### config.mk
export PLATFORM = sky130hd
export DESIGN_NAME = instr_fetch_unit
export DESIGN_NICKNAME = d
export VERILOG_FILES = /design/src/rtl/instr_fetch_unit.sv
export SDC_FILE = /design/constraint.sdc
export NUM_CORES = 1
export LEC_CHECK = 0
export BUFFER_PORTS_ARGS = -buffer_cell sky130_fd_sc_hd__buf_2
export CAP_MARGIN = 5
export CORE_MARGIN = 4
export CORE_UTILIZATION = 42
export DETAILED_ROUTE_END_ITERATION = 16
export PLACE_DENSITY = 0.87
export SYNTH_ARGS = -nofsm -noshare
export SYNTH_HDL_FRONTEND = slang
export SYNTH_SLANG_ARGS = --single-unit
### constraint.sdc
create_clock -name clk -period 3.4 [get_ports clk]
set_clock_uncertainty 0.2 [all_clocks]
set_input_delay 0.34 -clock clk [delete_from_list [all_inputs] [get_ports clk]]
set_output_delay 0.34 -clock clk [all_outputs]
set_load 0.1 [all_outputs]
### src/rtl/instr_fetch_unit.sv
// Fetch stage: issues one word read per pc over req/ready + rvalid and holds the word for decode.
// Optional FETCH_PERF_EN builds the delivered-instruction and wait-cycle counters.
module instr_fetch_unit #(
  parameter int XLEN        = 32,
  parameter int TIMEOUT_CYC = 16
) (
  input  logic            clk,
  input  logic            rst,
  input  logic [XLEN-1:0] pc,
  input  logic            redirect,
  output logic            imem_req,
  output logic [XLEN-1:0] imem_addr,
  input  logic            imem_ready,
  input  logic            imem_rvalid,
  input  logic [XLEN-1:0] imem_rdata,
  output logic            inst_valid,
  output logic [XLEN-1:0] inst,
  output logic [XLEN-1:0] inst_pc,
  input  logic            inst_ready,
  output logic            pc_step,
  output logic            fetch_err,
  output logic [31:0]     perf_fetched,
  output logic [31:0]     perf_stall
);

  typedef enum logic [1:0] {IDLE, REQ, WAIT, HOLD} state_t;

  state_t          state, state_next;
  logic [XLEN-1:0] req_pc;
  logic [7:0]      wait_cnt;
  logic [7:0]      cnt_inc;
  logic            drop;
  logic            inst_valid_q;
  logic            accept;
  logic            capture;
  logic            discard;
  logic            timeout;

  assign cnt_inc = (wait_cnt == 8'hFF) ? wait_cnt : wait_cnt + 8'd1;

  always_ff @(posedge clk or posedge rst) begin
    if (rst) state <= IDLE;
    else     state <= state_next;
  end

  // A response arriving with a redirect or a pending drop belongs to a stale pc.
  always_comb begin
    state_next = state;
    imem_req   = 1'b0;
    accept     = 1'b0;
    capture    = 1'b0;
    discard    = 1'b0;
    timeout    = 1'b0;
    case (state)
      IDLE: state_next = REQ;
      REQ: begin
        imem_req = 1'b1;
        if (imem_ready) begin
          accept     = 1'b1;
          state_next = WAIT;
        end
      end
      WAIT: begin
        if (imem_rvalid) begin
          if (drop || redirect) begin
            discard    = 1'b1;
            state_next = REQ;
          end else begin
            capture    = 1'b1;
            state_next = HOLD;
          end
        end else if (cnt_inc == 8'(TIMEOUT_CYC)) begin
          timeout    = 1'b1;
          state_next = REQ;
        end
      end
      HOLD: begin
        if (redirect || inst_ready) state_next = REQ;
      end
      default: state_next = IDLE;
    endcase
  end

  assign imem_addr  = imem_req ? {pc[XLEN-1:2], 2'b00} : '0;
  assign inst_valid = inst_valid_q & ~redirect;
  assign pc_step    = inst_valid & inst_ready;

  always_ff @(posedge clk or posedge rst) begin
    if (rst) begin
      req_pc       <= '0;
      wait_cnt     <= '0;
      drop         <= 1'b0;
      inst_valid_q <= 1'b0;
      inst         <= '0;
      inst_pc      <= '0;
      fetch_err    <= 1'b0;
    end else begin
      if (accept) begin
        req_pc   <= pc;
        wait_cnt <= '0;
        if (pc[1:0] != 2'b00) fetch_err <= 1'b1;
      end else if (state == WAIT) begin
        wait_cnt <= cnt_inc;
      end
      if (capture) begin
        inst         <= imem_rdata;
        inst_pc      <= req_pc;
        inst_valid_q <= 1'b1;
      end else if (state == HOLD && state_next == REQ) begin
        inst_valid_q <= 1'b0;
      end
      // The retry after a timeout must skip the late response still owed by memory.
      if (discard)                                     drop <= 1'b0;
      else if (timeout || (state == WAIT && redirect)) drop <= 1'b1;
      if (timeout) fetch_err <= 1'b1;
    end
  end

`ifdef FETCH_PERF_EN
  always_ff @(posedge clk or posedge rst) begin
    if (rst) begin
      perf_fetched <= '0;
      perf_stall   <= '0;
    end else begin
      if (pc_step)       perf_fetched <= perf_fetched + 32'd1;
      if (state == WAIT) perf_stall   <= perf_stall + 32'd1;
    end
  end
`else
  assign perf_fetched = '0;
  assign perf_stall   = '0;
`endif

endmodule

; ---- Yosys cells after proc, flatten, opt, wreduce, memory -nomap -nowiden
; Index checks and enable logic that the tools add are counted.
[op_classes]
n_addsub = 1
n_mul = 0
div = 0
n_lt_le_gt_ge = 0
eq_ne = 6
shifts = 0
mux = 29
bitwise = 3
n_reduce_logical = 13
[ops]
columns = cell, n
row1 = $mux W32, 1
row2 = $mux W8, 3
row3 = $mux W1, 19
row4 = $reduce_bool A2 Y1, 6
row5 = $mux W2, 5
row6 = $add A8 B1 Y8 const B, 1
row7 = $eq A8 B5 Y1 const B, 1
row8 = $eq A8 B8 Y1 const B, 1
row9 = $pmux W2 S4, 1
row10 = $eq A2 B1 Y1 const B, 2
row11 = $eq A2 B2 Y1 const B, 2
row12 = $logic_or A1 B1 Y1, 3
row13 = $and A1 B1 Y1, 2
row14 = $logic_and A1 B1 Y1, 2
row15 = $logic_not A2 Y1, 1
row16 = $reduce_and A2 Y1, 1
row17 = $not A1 Y1, 1
[word_totals]
register_bits = 109
latchBits = 0
ram_bits = 0
mem_bits_ro = 0
inputBits = 70
output_inout_bits = 164
elab_cells = 60
n_memories = 0

; ---- Logic depth before layout (Yosys ltp)
; Gate-level depths: netlist of the first run.
[depth]
word_depth = 10
depth_mapped = 6
depth_no_buf = 6

; ---- Worst setup path before layout of the first run
; No wires, ideal clock.
[synth_path]
path_type = input to output
startpoint = input port redirect
endpoint = output port pc_step
t_arrival_ns = 2.614
t_required_ns = 2.860
slack_ns = 0.246
cell_stages = 2
path_buffers = 0
cell_sequence = nor2b_1 > and2_1
[synth_via]
elab_chain_len = 3
[synth_lines]
columns = element, line_no
row1 = from (decl), 10  ; input logic redirect,
row2 = $not A1 Y1, 85  ; assign inst_valid = inst_valid_q & ~redirect;
row3 = $and A1 B1 Y1, 85
row4 = $and A1 B1 Y1, 86  ; assign pc_step = inst_valid & inst_ready;
row5 = to (decl), 20  ; output logic pc_step,
; Every way passes these cells.

; ---- Worst setup path after layout of the first run
[layout_path]
startpoint = register state[1]
endpoint = output port imem_addr[19]
[layout_via]
elab_chain_len = 3
[layout_lines]
columns = element, line_no
row1 = from (decl), 28  ; state_t state, state_next;
row2 = from (signal assigned), 43  ; else state <= state_next;
row3 = $eq A2 B1 Y1, 54  ; case (state)
row4 = $mux W1, 54
row5 = $mux W32, 84  ; assign imem_addr = imem_req ? {pc[XLEN-1:2], 2'b00} : '0;
row6 = to (decl), 12  ; output logic [XLEN-1:0] imem_addr,
; Every way passes these cells.

==> results of run 1 <==
## synthesized netlist by cell type (all sizes together)
cell type / n / share of area (%)
a21oi: 4 / 0.40
a21o: 1 / 0.15
nor3b: 1 / 0.15
or2: 1 / 0.12
and3: 2 / 0.27
dfrtp: 109 / 54
o2111ai: 1 / 0.17
o311ai: 2 / 0.35
nand2b: 2 / 0.25
inv: 3 / 0.22
xor2: 1 / 0.17
nor2: 11 / 0.82
nand2: 98 / 7.3
nand3: 7 / 0.79
buf: 80 / 11
mux2i: 2 / 0.40
nor3: 9 / 0.89
a31oi: 2 / 0.25
mux2: 66 / 15
clkbuf: 6 / 0.45
nor2b: 2 / 0.25
ha: 1 / 0.25
or2b: 1 / 0.15
o22ai: 1 / 0.12
o31ai: 1 / 0.25
a2111o: 1 / 0.22
a211oi: 1 / 0.15
o21ai: 5 / 0.50
conb: 1 / 0.074
and2b: 1 / 0.15
and2: 34 / 4.2
a311oi: 1 / 0.30
## state kept, by name, summed over array words and instances (netlist names)
register	count
wait_cnt	8
inst_valid_q	1
fetch_err	1
inst	32
req_pc	32
inst_pc	32
drop	1
state	2
## worst register-to-register path: stages, from the launching register on
cell and delay, ns:
dfrtp_1 0.41, nor2b_2 0.53, nand2_1 0.45, buf_4 0.37, nor2_1 0.15, nor2_1 0.06
o31ai_2 0.05
## layer usage
layer  part of all wire [%]  vias up
met2                     48      148
met5                      0        -
met1                     43     1661
li1                       -     1720
met4                    1.2        0
met3                    7.4       11
## through the flow
| stage | area [sq um] | util [%] | std cells |
|---|---|---|---|
| after floorplan | 5290 | - | 523 |
| after global placement | 5790 | 50.1 | 754 |
| after detailed placement | 5790 | 50.1 | 754 |
| after CTS | 6220 | 53.8 | 785 |
| after global routing | 6220 | 53.8 | 785 |
| final | 6220 | 53.8 | 785 |
## kinds of logic after synthesis
kind of cell | after synthesis
adder cells (fa/ha/maj) | 1
other | 1
AND/OR/NAND/NOR | 169
XOR/XNOR | 1
flip-flops | 109
buffers and inverters | 89
multiplexers | 68
AO/OA/AOI/OAI | 20
## area by class of cell
| class | instances | area share [%] |
|---|---|---|
| clock buffers | 11 | 3.90 |
| clock inverters | 5 | 0.563 |
| inverters | 3 | 0.241 |
| multi-input cells | 325 | 31.6 |
| flip-flops and latches | 109 | 43.9 |
| well taps | 143 | 2.88 |
| repair buffers | 189 | 16.9 |
## worst max-delay path by stage
stage | end | startpoint | slack [ns] | cells after the start
after detailed placement | imem_addr[16] | state[1]$_DFF_PP0_ | 1.06 | 4
after global routing | imem_addr[8] | state[1]$_DFF_PP0_ | 0.52 | 4
after CTS | imem_addr[3] | state[1]$_DFF_PP0_ | 0.69 | 4
final | imem_addr[19] | state[1]$_DFF_PP0_ | 0.65 | 4
after floorplan | pc_step | redirect | 0.25 | 2
after global placement | imem_addr[20] | state[1]$_DFF_PP0_ | 1.11 | 4
==> flow_summary.ini, run 1 <==
[outcome]
outcome = finished, final reports clean

[floorplanning]
core-area_sq_mm = 0.0116
row_count = 39
pin_count = 234
die_x_microns = 118
die_area_sq_mm = 0.0138
die_h_microns = 118
start_util_pct = 43.6

[grt]
met2_usage_pct = 26.5
grt_use_total_pct = 15.9
grt_pass1_vias = 3558
grt_pass1_wl_microns = 18200
antenna_found_initial = 0
grt_overflow_total = 0
use_met3_pct = 4.71
grt_busiest_layer = met2
grt_max_degree = 62
gr-usage-met1_pct = 20.4

[critical_path]
reg2reg_depth = 6
r2r_setup_slack_ns = 1.10
crit_fanout = 18
crit_arrival_ns = 2.21
cp_slowest_cell = nor2b_2
critPathKind = reg -> out
worst-path-buf-inv = 2
crit_family = buffers and inverters
cp-end-kind = output pin
cp.required_ns = 2.86
startpoint_type = flop
worstReg2RegStart = state[1]$_DFF_PP0_
crit_chain = nor2b_2 -> buf_4 -> and2_1 -> buf_2
critPathMaxStageDelay_ns = 0.53
rr_endpoint = fetch_err$_DFFE_PP0P_

[final_layout]
fill_cells = 994
regArea_sq_mm = 0.00273
fin_nets = 708
drive_gt1_share_pct = 32.4
syn_to_final_growth_pct = 23.3
diodes = 0
final_common_cell = buf_2
final_cell_mix = 167 x buf_2, 109 x dfrtp_1, 98 x nand2_1
multi_input_area_sq_mm = 0.00197

[yosys]
ys_seq_elements = 109
syn_area_sq_mm = 0.00504
muxShareOfSynthArea_pct = 15.1
synth_compound_area_share_pct = 2.85
syn_area_per_cell_sq_um = 11.0
synth-xor-area-share_pct = 0.174
yosys.area_share.adder_pct = 0.248
synth-simple-area-share_pct = 15.4
synth_warnings = 0
ys_seq_area_share_pct = 54.1
synth_cells = 458
synthDistinctLibCells = 39
synth_top_family_by_area = simple AND/OR/NAND/NOR gates

[detailed_routing]
wl_per_cell_microns = 13.9
antenna_left = 0
drt_first_pass_iters = 4
vias = 3540
finalWirelength_microns = 10900
drc = 0
dr.first_iter.drc_count = 237
vias_per_cell = 4.51

[cts]
cts_setup_buffers = 0
ctsHoldBuffers = 15
cts_resized = 0
cts_buffer_depth = 2
ctsRootBufferMaster = clkbuf_16
clkLatencyLatePin_ns = 0.33
numCtsBuffers = 9
clock-sinks = 109
cts_tree = yes
path_clk_slew_ns = 0.07
htreeDepth = 3

[sta]
hold_viol_final = 0
min_period_over_period_pct = 80.8
slew_viol_final = 0
fin_setup_tns_ns = 0
max_freq_mhz = 364
period_minus_slack_ns = 2.75
worst_slack_ns = 0.651
tightest_slew_ns = 0.633
finalSetupViolCount = 0
holdWs_ns = 0.00972
rsz0062_at_grt = false
slew_headroom_pct = 57.6

[flow_run]
cap_viol_max_count = 0

[placed_design]
numPortBuffers = 167
place_ws_ns = 1.06
hpwl_microns = 7980
gp_congestion = 0.738

[hold_path]
min_path_cells = 3
min_to = req_pc[20]$_DFFE_PP0P_
hp-class = in -> reg
hp-start = pc[20]
Power of run 1 is not shown: default switching activity piles up to over one toggle a cycle in this logic, so the estimate is an artifact.
==> run 2, diff against run 1 <==
clock period = 2.3 ns   (was 3.4 ns; I/O delays follow)
==> flow_summary.ini, run 2 (synthesis gave the netlist of run 1 again) <==
[detailed_routing]
drt_first_pass_iters = 4
drc = 0
dr.first_iter.drc_count = 319
finalWirelength_microns = 13400
antenna_left = 0
vias_per_cell = 4.65
vias = 3913
wl_per_cell_microns = 15.9

[sta]
min_period_over_period_pct = 95.0
worst_slack_ns = 0.115
max_freq_mhz = 458
fin_setup_tns_ns = 0
finalSetupViolCount = 0
slew_viol_final = 0
slew_headroom_pct = 66.0
rsz0062_at_grt = false
tightest_slew_ns = 0.514
hold_viol_final = 0
period_minus_slack_ns = 2.19

[placed_design]
place_ws_ns = 0.157
numPortBuffers = 167
hpwl_microns = 8860
gp_congestion = 0.888
dp.cells = 758
dpl_cell_area_sq_mm = 0.00617

[grt]
grt_pass1_vias = 4127
grt_overflow_total = 0
grt_max_degree = 63
grt_use_total_pct = 19.7
grt_pass1_wl_microns = 21900
antenna_found_initial = 2

[final_layout]
drive_gt1_share_pct = 32.1
final_cell_mix = 148 x buf_2, 109 x dfrtp_1, 98 x nand2_1
fin_cells = 842
fin_nets = 763
largestRegisters = inst x32, inst_pc x32, req_pc x32
final_common_cell = buf_2
fill_cells = 922
design_area_sq_mm = 0.00714
syn_to_final_growth_pct = 41.5

[cts]
ctsRootBufferMaster = clkbuf_16
cts_buffer_depth = 2
htreeDepth = 3
cts_setup_buffers = 0
numCtsBuffers = 9
clock-sinks = 109
path_clk_slew_ns = 0.07
cts_tree = yes
clkLatencyLatePin_ns = 0.33

[critical_path]
cp-end-kind = output pin
startpoint_type = flop
critPathKind = reg -> out
cp.required_ns = 1.87
crit_fanout = 12
crit_arrival_ns = 1.76

[floorplanning]
die_area_sq_mm = 0.0138
row_count = 39
core-area_sq_mm = 0.0116
pin_count = 234
die_x_microns = 118
die_h_microns = 118
start_util_pct = 43.6

[outcome]
outcome = finished, final reports clean

[hold_path]
hp-class = in -> reg

[flow_run]
cap_viol_max_count = 0
==> run 2: final timing paths <==
| path | from | end | slack (ns) | depth (start not counted) |
|---|---|---|---|---|
| max in group asynchronous | rst | req_pc[20]$_DFFE_PP0P_ | 0.95 | 4 |
| hold reg to reg | req_pc[16]$_DFFE_PP0P_ | req_pc[16]$_DFFE_PP0P_ | 0.27 | 2 |
| setup reg to reg | wait_cnt[0]$_DFFE_PP0P_ | state[1]$_DFF_PP0_ | 0.15 | 6 |
| setup / recovery | state[1]$_DFF_PP0_ | imem_addr[11] | 0.11 | 4 |
| min in group asynchronous | rst | inst_pc[22]$_DFFE_PP0P_ | 0.28 | 3 |
| hold / removal | inst_ready | inst_valid_q$_DFFE_PP0P_ | 0.07 | 4 |
==> run 2: final cells by class <==
type	count	area [sq um]	share of cell area, %
diodes	2	5.00	0.0701
clock buffers	11	253	3.54
clock inverters	5	42.5	0.596
inverters	3	15.0	0.210
multi-input cells	325	1990	27.9
flip-flops and latches	109	2730	38.2
well taps	143	179	2.51
repair buffers	244	1930	27.0
==> run 2: through the flow <==
stage / hold WS, ns / util [%]
after floorplan: 0.123 / -
after global placement: 0.0875 / 53.3
after detailed placement: 0.0860 / 53.3
after CTS: 0.0433 / 61.7
after global routing: 0.0841 / 61.7
final: 0.0670 / 61.7
==> run 2: layer usage <==
| metal | vias up | routed length [microns] | track usage, % |
|---|---|---|---|
| li1 | 1837 | - | - |
| met1 | 1875 | 5020 | 21.8 |
| met2 | 172 | 7050 | 35.8 |
| met3 | 29 | 938 | 5.67 |
| met4 | 0 | 371 | 7.40 |
| met5 | - | 0 | 0 |
==> run 2: critical path, cell delays in order, from the launching register on <==
cell,delay (ns)
dfrtp_1,0.43
nor2b_4,0.26
buf_12,0.16
and2_1,0.13
buf_2,0.43
==> run 2: timing repair <==
action                                  4_1_cts  5_1_grt
resized for setup                             2        0
endpoints found under the setup margin        4        0
hold buffers                                 66        0
hold endpoints to repair                     83        0
Power of run 2 is left out for the same reason.
